File: src/rtl/bcd_display_scan.sv
// Multiplexed seven-segment driver: snapshots a packed BCD vector once per frame and
// scans one digit at a time onto a shared segment bus with optional leading-zero blanking.
module bcd_display_scan #(
  parameter int unsigned DIGITS   = 4,
  parameter int unsigned SCAN_DIV = 4
) (
  input  logic                  clk,
  input  logic                  reset,
  input  logic [4*DIGITS-1:0]   digits,
  input  logic                  blank_lz,
  input  logic                  hold,
  output logic [DIGITS-1:0]     an,
  output logic [6:0]            seg,
  output logic                  err,
  output logic                  frame_done
);

  localparam int unsigned PreW = (SCAN_DIV > 1) ? $clog2(SCAN_DIV) : 1;
  localparam int unsigned IdxW = (DIGITS > 1) ? $clog2(DIGITS) : 1;
  localparam logic [PreW-1:0] PreLast = PreW'(SCAN_DIV - 1);
  localparam logic [IdxW-1:0] IdxLast = IdxW'(DIGITS - 1);

  logic [PreW-1:0]       pre_q, pre_d;
  logic [IdxW-1:0]       idx_q, idx_d;
  logic [4*DIGITS-1:0]   shadow_q, shadow_d;
  logic                  first_q, first_d;
  logic [DIGITS-1:0]     an_q, an_d;
  logic [6:0]            seg_q, seg_d;
  logic                  err_q, err_d;
  logic                  frame_done_q, frame_done_d;

  logic                  pre_last, idx_last, wrap;
  logic [DIGITS-1:0]     zero_from;
  logic                  zero_run;
  logic [3:0]            cur_nib;
  logic                  cur_zero_from;
  logic                  cur_blank;

  function automatic logic [6:0] seg_decode(input logic [3:0] nib);
    logic [6:0] s;
    case (nib)
      4'd0:    s = 7'h3F;
      4'd1:    s = 7'h06;
      4'd2:    s = 7'h5B;
      4'd3:    s = 7'h4F;
      4'd4:    s = 7'h66;
      4'd5:    s = 7'h6D;
      4'd6:    s = 7'h7D;
      4'd7:    s = 7'h07;
      4'd8:    s = 7'h7F;
      4'd9:    s = 7'h6F;
      default: s = 7'h40;
    endcase
    return s;
  endfunction

  // Scan position and snapshot update.
  always_comb begin
    pre_last = (pre_q == PreLast);
    idx_last = (idx_q == IdxLast);
    wrap     = pre_last && idx_last;

    pre_d = pre_last ? '0 : pre_q + PreW'(1);
    idx_d = idx_q;
    if (pre_last) begin
      idx_d = idx_last ? '0 : idx_q + IdxW'(1);
    end

    shadow_d = (first_q || (wrap && !hold)) ? digits : shadow_q;
    first_d  = 1'b0;
  end

  // zero_from[i]: shadow digits i..DIGITS-1 are all zero (invalid nibbles count as non-zero).
  always_comb begin
    zero_from = '0;
    zero_run  = 1'b1;
    for (int i = DIGITS - 1; i >= 0; i--) begin
      zero_run     = zero_run && (shadow_q[4*i +: 4] == 4'd0);
      zero_from[i] = zero_run;
    end
  end

  // Output register inputs, taken from the pre-edge index and snapshot.
  always_comb begin
    an_d          = '0;
    cur_nib       = 4'd0;
    cur_zero_from = 1'b0;
    for (int i = 0; i < DIGITS; i++) begin
      if (idx_q == IdxW'(i)) begin
        an_d[i]       = 1'b1;
        cur_nib       = shadow_q[4*i +: 4];
        cur_zero_from = zero_from[i];
      end
    end

    cur_blank    = blank_lz && (idx_q != '0) && cur_zero_from;
    seg_d        = cur_blank ? 7'h00 : seg_decode(cur_nib);
    err_d        = !cur_blank && (cur_nib > 4'd9);
    frame_done_d = wrap;
  end

  always_ff @(posedge clk or posedge reset) begin
    if (reset) begin
      pre_q        <= '0;
      idx_q        <= '0;
      shadow_q     <= '0;
      first_q      <= 1'b1;
      an_q         <= '0;
      seg_q        <= 7'h00;
      err_q        <= 1'b0;
      frame_done_q <= 1'b0;
    end else begin
      pre_q        <= pre_d;
      idx_q        <= idx_d;
      shadow_q     <= shadow_d;
      first_q      <= first_d;
      an_q         <= an_d;
      seg_q        <= seg_d;
      err_q        <= err_d;
      frame_done_q <= frame_done_d;
    end
  end

  assign an         = an_q;
  assign seg        = seg_q;
  assign err        = err_q;
  assign frame_done = frame_done_q;

endmodule

File: config.mk
export PLATFORM = sky130hd
export DESIGN_NAME = bcd_display_scan
export DESIGN_NICKNAME = d
export VERILOG_FILES = /design/src/rtl/bcd_display_scan.sv
export SDC_FILE = /design/constraint.sdc
export NUM_CORES = 1
export LEC_CHECK = 0
export CAP_MARGIN = 0
export CORE_MARGIN = 2
export CORE_UTILIZATION = 40
export DETAILED_ROUTE_END_ITERATION = 10
export PLACE_DENSITY = 0.72
export SYNTH_ARGS = -nofsm -noshare
export SYNTH_HDL_FRONTEND = slang
export SYNTH_SLANG_ARGS = --single-unit
File: constraint.sdc
create_clock -name clk -period 2.8 [get_ports clk]
set_clock_uncertainty 0.1 [all_clocks]
set_input_delay 0.28 -clock clk [delete_from_list [all_inputs] [get_ports clk]]
set_output_delay 0.28 -clock clk [all_outputs]
set_load 0.05 [all_outputs]
==> results of run 1 <==
[state kept, by name (all words and copies together) (netlist names)]
name,flops
err,1
an,4
idx_q,2
seg,7
frame_done,1
first_q,1
pre_q,2
shadow_q,16
[cells by family (layout without fill, tap and decap cells)]
kind of cell | Yosys count | count (layout) | synth area share
and+or+nand+nor | 27 | 27 | 0.09207
adders and majority gates | 10 | 10 | 0.07868
DFF | 34 | 34 | 0.5358
AOI/OAI and AO/OA | 31 | 31 | 0.1345
other | 1 | 1 | 0.002358
muxes | 17 | 17 | 0.1227
buffers and inverters | 11 | 50 | 0.03383
[through the flow]
stage	setup slack, ns	utilization	total power [µW]	hold WS, ns
floorplan	0.6501	-	714.3	0.3031
global placement	0.5555	0.5241	788.8	0.3146
detailed placement	0.4438	0.5241	797.0	0.3217
CTS	0.4158	0.5485	1167	0.3118
global route	0.2228	0.5485	1219	0.3383
finish	0.4090	0.5485	1153	0.2789
[path summary, 6_finish.rpt]
| kind | startpoint | end |
|---|---|---|
| max in group asynchronous | reset | shadow_q[11] |
| min in group clk | pre_q[0] | pre_q[0] |
| worst max register to register | idx_q[1] | seg[3] |
| worst min register to register | pre_q[0] | pre_q[0] |
| worst min-delay path | reset | pre_q[1] |
| worst max-delay path | idx_q[1] | seg[3] |
[area by class of cell]
cell class	instances	area, µm²	share of cell area
flip-flops and latches	34	852.1	0.4150
repair buffers	34	335.3	0.1633
inverters	8	30.03	0.01463
well taps	48	60.06	0.02925
multi-input cells	86	684.4	0.3333
clock inverters	1	5.005	0.002438
clock buffers	7	86.33	0.04205
[cells in the mapped netlist, types with 2 or more instances]
cell type	number	area (µm²)
a211oi_1	2	15.01
a21oi_1	11	55.05
dfrtp_1	33	825.8
ha_1	10	125.1
inv_1	6	22.52
inv_2	2	7.510
mux2_2	16	180.2
nand2_1	8	30.03
nand3_1	2	10.01
nor2_1	5	18.77
nor4_1	3	18.77
o211a_1	2	20.02
o21ai_0	5	25.02
o22ai_1	2	12.51
[power by group]
group | leakage [µW] | internal, µW | total (µW) | switching (µW)
registers | 0.000407 | 531 | 555 | 24.0
logic | 0.000440 | 107 | 231 | 125
clock network | 0.0000482 | 198 | 367 | 169
[metal layers]
metal,track usage,up-vias,routed length (µm)
met5,0,-,0
met4,0.07143,0,48
met3,0.04899,5,148
met2,0.2562,29,1419
met1,0.1875,511,1264
li1,-,539,-
==> results.toml, run 1 <==
[detailed_routing]
drc = 0
vias_per_cell = 4.972
firstDrtPassIters = 4
drt_iter0_drc = 55
vias = 1084
routed_wirelength_mm = 2.881
drtAntennaViolNets = 0
wl_per_cell_um = 13.22

[global_routing]
grtUsageTotal = 0.1569
grt_max_degree = 19
grt_pass1_vias = 1097
grt-ovfl-total = 0
grt_pass1_wl_mm = 5.092
antenna_found_initial = 0

[setup_path]
crit_path_start_kind = "flip-flop"
crit_family = "compound AO/OA/AOI/OAI gates"
cp_cell_sequence = "inv_1, ha_1, nand3b_1, a21oi_1, a21oi_1, nor2_1, a21o_2, ha_1, mux2_4, a211oi_1"
r2r_cells = 10
setup.worst_path.class = "reg2reg"
cp.arrival_ns = 2.48
path_max_fanout = 10
r2r_setup_slack_ns = 0.41
slowest_delay_ns = 0.40
worst-path-stages = 10
endpoint_kind = "flip-flop"
required_ns = 2.89
cp_num_buf_inv = 1
crit_slowest_cell = "dfrtp_1"

[timing]
finalHoldViolations = 0
drv_slew = 0
min_period_ns = 2.391
setup_tns_ns = 0
slew_headroom = 0.5763
min_period_over_period = 0.8539
clock.fmax_ghz = 0.4182
worst_pin_slew_ns = 0.6348
setup_viol = 0
grt_setup_unrepaired = "false"

[pwr]
irDropWorstVdd_mv = 0.2955
powerDensity_nw_per_um2 = 561.8
p_leak_uw = 0.0008953

[clock_network]
post-cts-setup-buffer-count = 0
numCtsBuffers = 5
clk_pin_slew_ns = 0.07
tritoncts = "yes"
clock_latency_ns = 0.29
root_buffer = "clkbuf_8"
clkSinkCount = 34
htree_levels = 2
holdBufCountCts = 0
ctsResizeCount = 0
cts_max_path_buffers = 2

[layout]
final_cell_mix = "dfrtp_1 (33), clkdlybuf4s50_1 (32), mux2_2 (16), a21oi_1 (11), ha_1 (10)"
syn2layout_area_growth_pct = 29.11
n_antenna_cell = 0
fin_area_um2 = 2053
nets = 199
final_cells = 218
mostFrequentLayoutCell = "dfrtp_1"
n_fill_cell = 335
layout-drive-gt1-share = 0.2118

[placed_design]
gp_congestion = 0.8912
io_buffers = 32
placedCellCount = 210
placed_area_um2 = 1962
dp_hpwl_mm = 2.215

[synth]
netlist_instances = 131
synth_nets = 161
synthArstFlopShare = 1.000
synth_area_per_cell_um2 = 12.14
ys_types = 38
synth_edf_count = 0
yosys_register_bits = 34
yosys_warnings = 0
ys_seq_area_frac = 0.5358
synth_flop_cell = "dfrtp_1"
synth_area_um2 = 1590

[die]
die_h_um = 67.06
coreArea_um2 = 3744
initial_core_util = 0.4248
rows = 22
die_w_um = 67.06
dieArea_um2 = 4496
ios = 33

[outcome]
status = "finished clean"

[job]
drv_cap = 0

[min_path]
hold_class = "in2async"
No activity file was read; power rests on OpenSTA's default activity.
==> run 2, diff against run 1 <==
Settings changed: CTS_CLUSTER_SIZE from default to 28, PLACE_DENSITY 0.72 to default, PLACE_DENSITY_LB_ADDON from default to 0.3.
==> results.toml, run 2 (synthesis results as in run 1) <==
[outcome]
status = "finished clean"

[pwr]
seqPwrFrac = 0.483
p_sw_uw = 313.5
powerDensity_nw_per_um2 = 559.6
sw_frac_of_total = 0.2728
p_comb_frac = 0.201
fin_total_pwr_uw = 1149
irDropWorstVdd_mv = 0.2746
clkPwrFrac = 0.316
p_leak_uw = 0.0008953
internal_power_uw = 835.5

[setup_path]
r2r_setup_slack_ns = 0.39
cp_common_cell = "a21oi_1"
cp_cell_sequence = "inv_1, ha_1, nand3b_1, a21oi_1, a21oi_1, nor2_1, a21o_2, ha_1, nor3_1, o21ai_0, a21oi_1"
crit_slowest_cell = "dfrtp_1"
setup.worst_path.class = "reg2reg"
path_max_fanout = 10
endpoint_kind = "flip-flop"
crit_family = "compound AO/OA/AOI/OAI gates"
slowest_delay_ns = 0.40
cp_num_buf_inv = 1
reg2reg_to = "seg[5]"
reg2reg_from = "idx_q[1]"
cp.arrival_ns = 2.51
required_ns = 2.90
crit_path_start_kind = "flip-flop"
r2r_cells = 11

[die]
coreArea_um2 = 3744
dieArea_um2 = 4496
ios = 33
initial_core_util = 0.4248
rows = 22
die_w_um = 67.06
die_h_um = 67.06

[layout]
syn2layout_area_growth_pct = 29.11
n_antenna_cell = 0
largest_reg_flops = 16
mostFrequentLayoutCell = "dfrtp_1"
regMostFlops = "shadow_q"
utilization = 0.5485
final_cell_mix = "dfrtp_1 (33), clkdlybuf4s50_1 (32), mux2_2 (16), a21oi_1 (11), ha_1 (10)"
nets = 199
layout-drive-gt1-share = 0.2118

[detailed_routing]
drc = 0
drt_iter0_drc = 42
routed_wirelength_mm = 2.922
vias_per_cell = 5.101
drtAntennaViolNets = 0
vias = 1112
firstDrtPassIters = 4
wl_per_cell_um = 13.40

[clock_network]
cts_max_path_buffers = 2
ctsResizeCount = 0
clkSinkCount = 34
tritoncts = "yes"
root_buffer = "clkbuf_8"
clk_pin_slew_ns = 0.07
post-cts-setup-buffer-count = 0
holdBufCountCts = 0
htree_levels = 2
numCtsBuffers = 5
clock_latency_ns = 0.28

[timing]
finalHoldViolations = 0
worst_pin_slew_ns = 0.6298
setup_viol = 0
min_period_ns = 2.407
hold_slack_ns = 0.2804
drv_slew = 0
clock.fmax_ghz = 0.4154
slew_headroom = 0.5797
setup_tns_ns = 0
min_period_over_period = 0.8597
grt_setup_unrepaired = "false"

[placed_design]
dp_hpwl_mm = 2.269
io_buffers = 32
gp_congestion = 0.8601

[global_routing]
grt_pass1_vias = 1162
grt_max_degree = 19
antenna_found_initial = 0
grt_pass1_wl_mm = 5.085
grt-ovfl-total = 0
grtUsageTotal = 0.1535

[min_path]
hold_class = "in2async"

[job]
drv_cap = 0
-- run 2: cell counts in the layout (fill, tap and decap cells not counted) --
No cell type changed its count.
-- run 2: stage by stage --
step | instance area (µm²) | setup slack (ns) | std cells
floorplan | 1590 | 0.6501 | 131
global placement | 1962 | 0.5437 | 210
detailed placement | 1962 | 0.4760 | 210
CTS | 2053 | 0.3861 | 218
global route | 2053 | 0.08953 | 218
finish | 2053 | 0.3928 | 218
-- run 2: area by class of cell --
class	count	area (µm²)
well taps	48	60.06
flip-flops and latches	34	852.1
clock buffers	7	86.33
inverters	8	30.03
clock inverters	1	5.005
fillers	347	1690
repair buffers	34	335.3
multi-input cells	86	684.4
-- run 2: power groups by stage --
stage	Combinational (µW)	Sequential [µW]	Clock, µW
3_5_place_dp	231	565	0
4_1_cts	233	556	369
6_report	231	555	364
5_1_grt	250	559	397
2_1_floorplan	97.9	616	0
3_3_place_gp	227	562	0
-- run 2: how the worst max path moves through the flow --
| stage | start | to | depth (start not counted) |
|---|---|---|---|
| after floorplan | idx_q[1] | seg[0] | 11 |
| after global placement | idx_q[1] | seg[0] | 10 |
| final | idx_q[1] | seg[5] | 11 |
| after global routing | idx_q[1] | seg[5] | 11 |
| after CTS | idx_q[1] | seg[5] | 11 |
| after detailed placement | idx_q[1] | seg[5] | 11 |
-- run 2: layer usage --
layer / vias to the layer above / global-route usage / part of all wire
met5: - / 0 / 0
met4: 0 / 0.07653 / 0.018
met3: 7 / 0.03547 / 0.047
met2: 27 / 0.2611 / 0.50
met1: 539 / 0.1794 / 0.44
li1: 539 / - / -
==> run 3, diff against run 2 <==
Settings changed: CORE_UTILIZATION 40 to 45, SLEW_MARGIN from default to 20.
==> results.toml, run 3 (synthesis results as in run 1) <==
[clock_network]
clk_pin_slew_ns = 0.10
root_buffer = "clkbuf_4"
clkSinkCount = 34
post-cts-setup-buffer-count = 0
numCtsBuffers = 5
ctsResizeCount = 0
htree_levels = 2
clock_latency_ns = 0.34
tritoncts = "yes"
cts_max_path_buffers = 2
holdBufCountCts = 0

[placed_design]
dp_hpwl_mm = 2.292
gp_congestion = 0.8511
placedCellCount = 208
io_buffers = 32

[detailed_routing]
drt_iter0_drc = 27
drtAntennaViolNets = 0
wl_per_cell_um = 13.51
routed_wirelength_mm = 2.919
drc = 0
vias_per_cell = 5.176
vias = 1118
firstDrtPassIters = 4

[layout]
final_cell_mix = "dfrtp_1 (33), clkdlybuf4s50_1 (32), mux2_2 (16), a21oi_1 (11), ha_1 (10)"
regMostFlops = "shadow_q"
n_fill_cell = 309
n_antenna_cell = 0
final_cells = 216
layout-drive-gt1-share = 0.2118
nets = 199
syn2layout_area_growth_pct = 26.99
largest_reg_flops = 16
mostFrequentLayoutCell = "dfrtp_1"

[global_routing]
grt_pass1_vias = 1160
met2_usage = 0.2803
grt_busiest_layer = "met2"
use_met3 = 0.03393
grt-ovfl-total = 0
grt_util_met1 = 0.1905
grtUsageTotal = 0.1678
grt_max_degree = 35
antenna_found_initial = 0
grt_pass1_wl_mm = 5.071

[timing]
worst_pin_slew_ns = 0.5168
min_period_over_period = 0.8546
hold_slack_ns = 0.2302
setup_viol = 0
grt_setup_unrepaired = "false"
drv_slew = 0
clock.fmax_ghz = 0.4179
finalHoldViolations = 0
setup_tns_ns = 0
slew_headroom = 0.6555
min_period_ns = 2.393

[setup_path]
crit_family = "compound AO/OA/AOI/OAI gates"
required_ns = 2.97
worst-path-stages = 11
slowest_delay_ns = 0.41
cp_common_cell = "a21oi_1"
setup.worst_path.class = "reg2reg"
cp_cell_sequence = "inv_1, ha_1, nand3b_1, a21oi_1, a21oi_1, nor2_1, a21o_2, ha_1, nor3_1, o21ai_0, a21oi_1"
cp_num_buf_inv = 1
r2r_cells = 11
crit_path_start_kind = "flip-flop"
endpoint_kind = "flip-flop"
cp.arrival_ns = 2.56
crit_slowest_cell = "dfrtp_1"
path_max_fanout = 10

[pwr]
internal_power_uw = 758.2
p_leak_uw = 0.0008824
p_comb_frac = 0.217
sw_frac_of_total = 0.2844
p_sw_uw = 301.4
seqPwrFrac = 0.523
clkPwrFrac = 0.260
irDropWorstVdd_mv = 0.2396
powerDensity_nw_per_um2 = 524.7
fin_total_pwr_uw = 1060

[die]
ios = 33
rows = 21
initial_core_util = 0.4728
dieArea_um2 = 4025
coreArea_um2 = 3363
die_h_um = 63.45
die_w_um = 63.45

[outcome]
status = "finished clean"

[job]
drv_cap = 0

[min_path]
hold_class = "in2async"
## run 3: layer usage
metal | routed length [µm] | vias up | share of wire
li1 | - | 538 | -
met1 | 1198 | 529 | 0.41
met2 | 1437 | 39 | 0.49
met3 | 168 | 12 | 0.058
met4 | 115 | 0 | 0.039
met5 | 0 | - | 0
## run 3: power groups by stage
stage               logic [µW]  registers, µW  clock network (µW)
global placement           226            562                   0
floorplan                 97.9            616                   0
detailed placement         233            564                   0
global route               249            559                 305
finish                     230            554                 275
CTS                        234            554                 284
## run 3: per-stage QoR
stage	area (µm²)	util	worst slack [ns]
after floorplan	1590	-	0.6501
after global placement	1959	0.5826	0.5436
after detailed placement	1959	0.5826	0.4592
after CTS	2019	0.6004	0.4288
after global routing	2019	0.6004	0.1259
final	2019	0.6004	0.4072
## run 3: worst reg2reg max path, stage by stage, from the launching register on
cell,delay (ns)
dfrtp_1,0.41
inv_1,0.10
ha_1,0.34
nand3b_1,0.16
a21oi_1,0.06
a21oi_1,0.12
nor2_1,0.07
a21o_2,0.21
ha_1,0.19
nor3_1,0.25
o21ai_0,0.12
a21oi_1,0.17
## run 3: layout make-up
class	instances	area, µm²	area share
inverters	8	30.03	0.01487
well taps	46	57.56	0.02850
repair buffers	34	335.3	0.1660
multi-input cells	86	684.4	0.3389
flip-flops and latches	34	852.1	0.4219
clock inverters	1	5.005	0.002478
clock buffers	7	55.05	0.02726
## run 3: worst paths after layout
| kind | from | end | slack, ns |
|---|---|---|---|
| setup / recovery | idx_q[1] | seg[5] | 0.41 |
| hold / removal | reset | pre_q[1] | 0.23 |
| setup reg to reg | idx_q[1] | seg[5] | 0.41 |
| hold reg to reg | pre_q[0] | pre_q[0] | 0.34 |
| max in group asynchronous | reset | first_q | 2.03 |
| min in group clk | pre_q[0] | pre_q[0] | 0.34 |
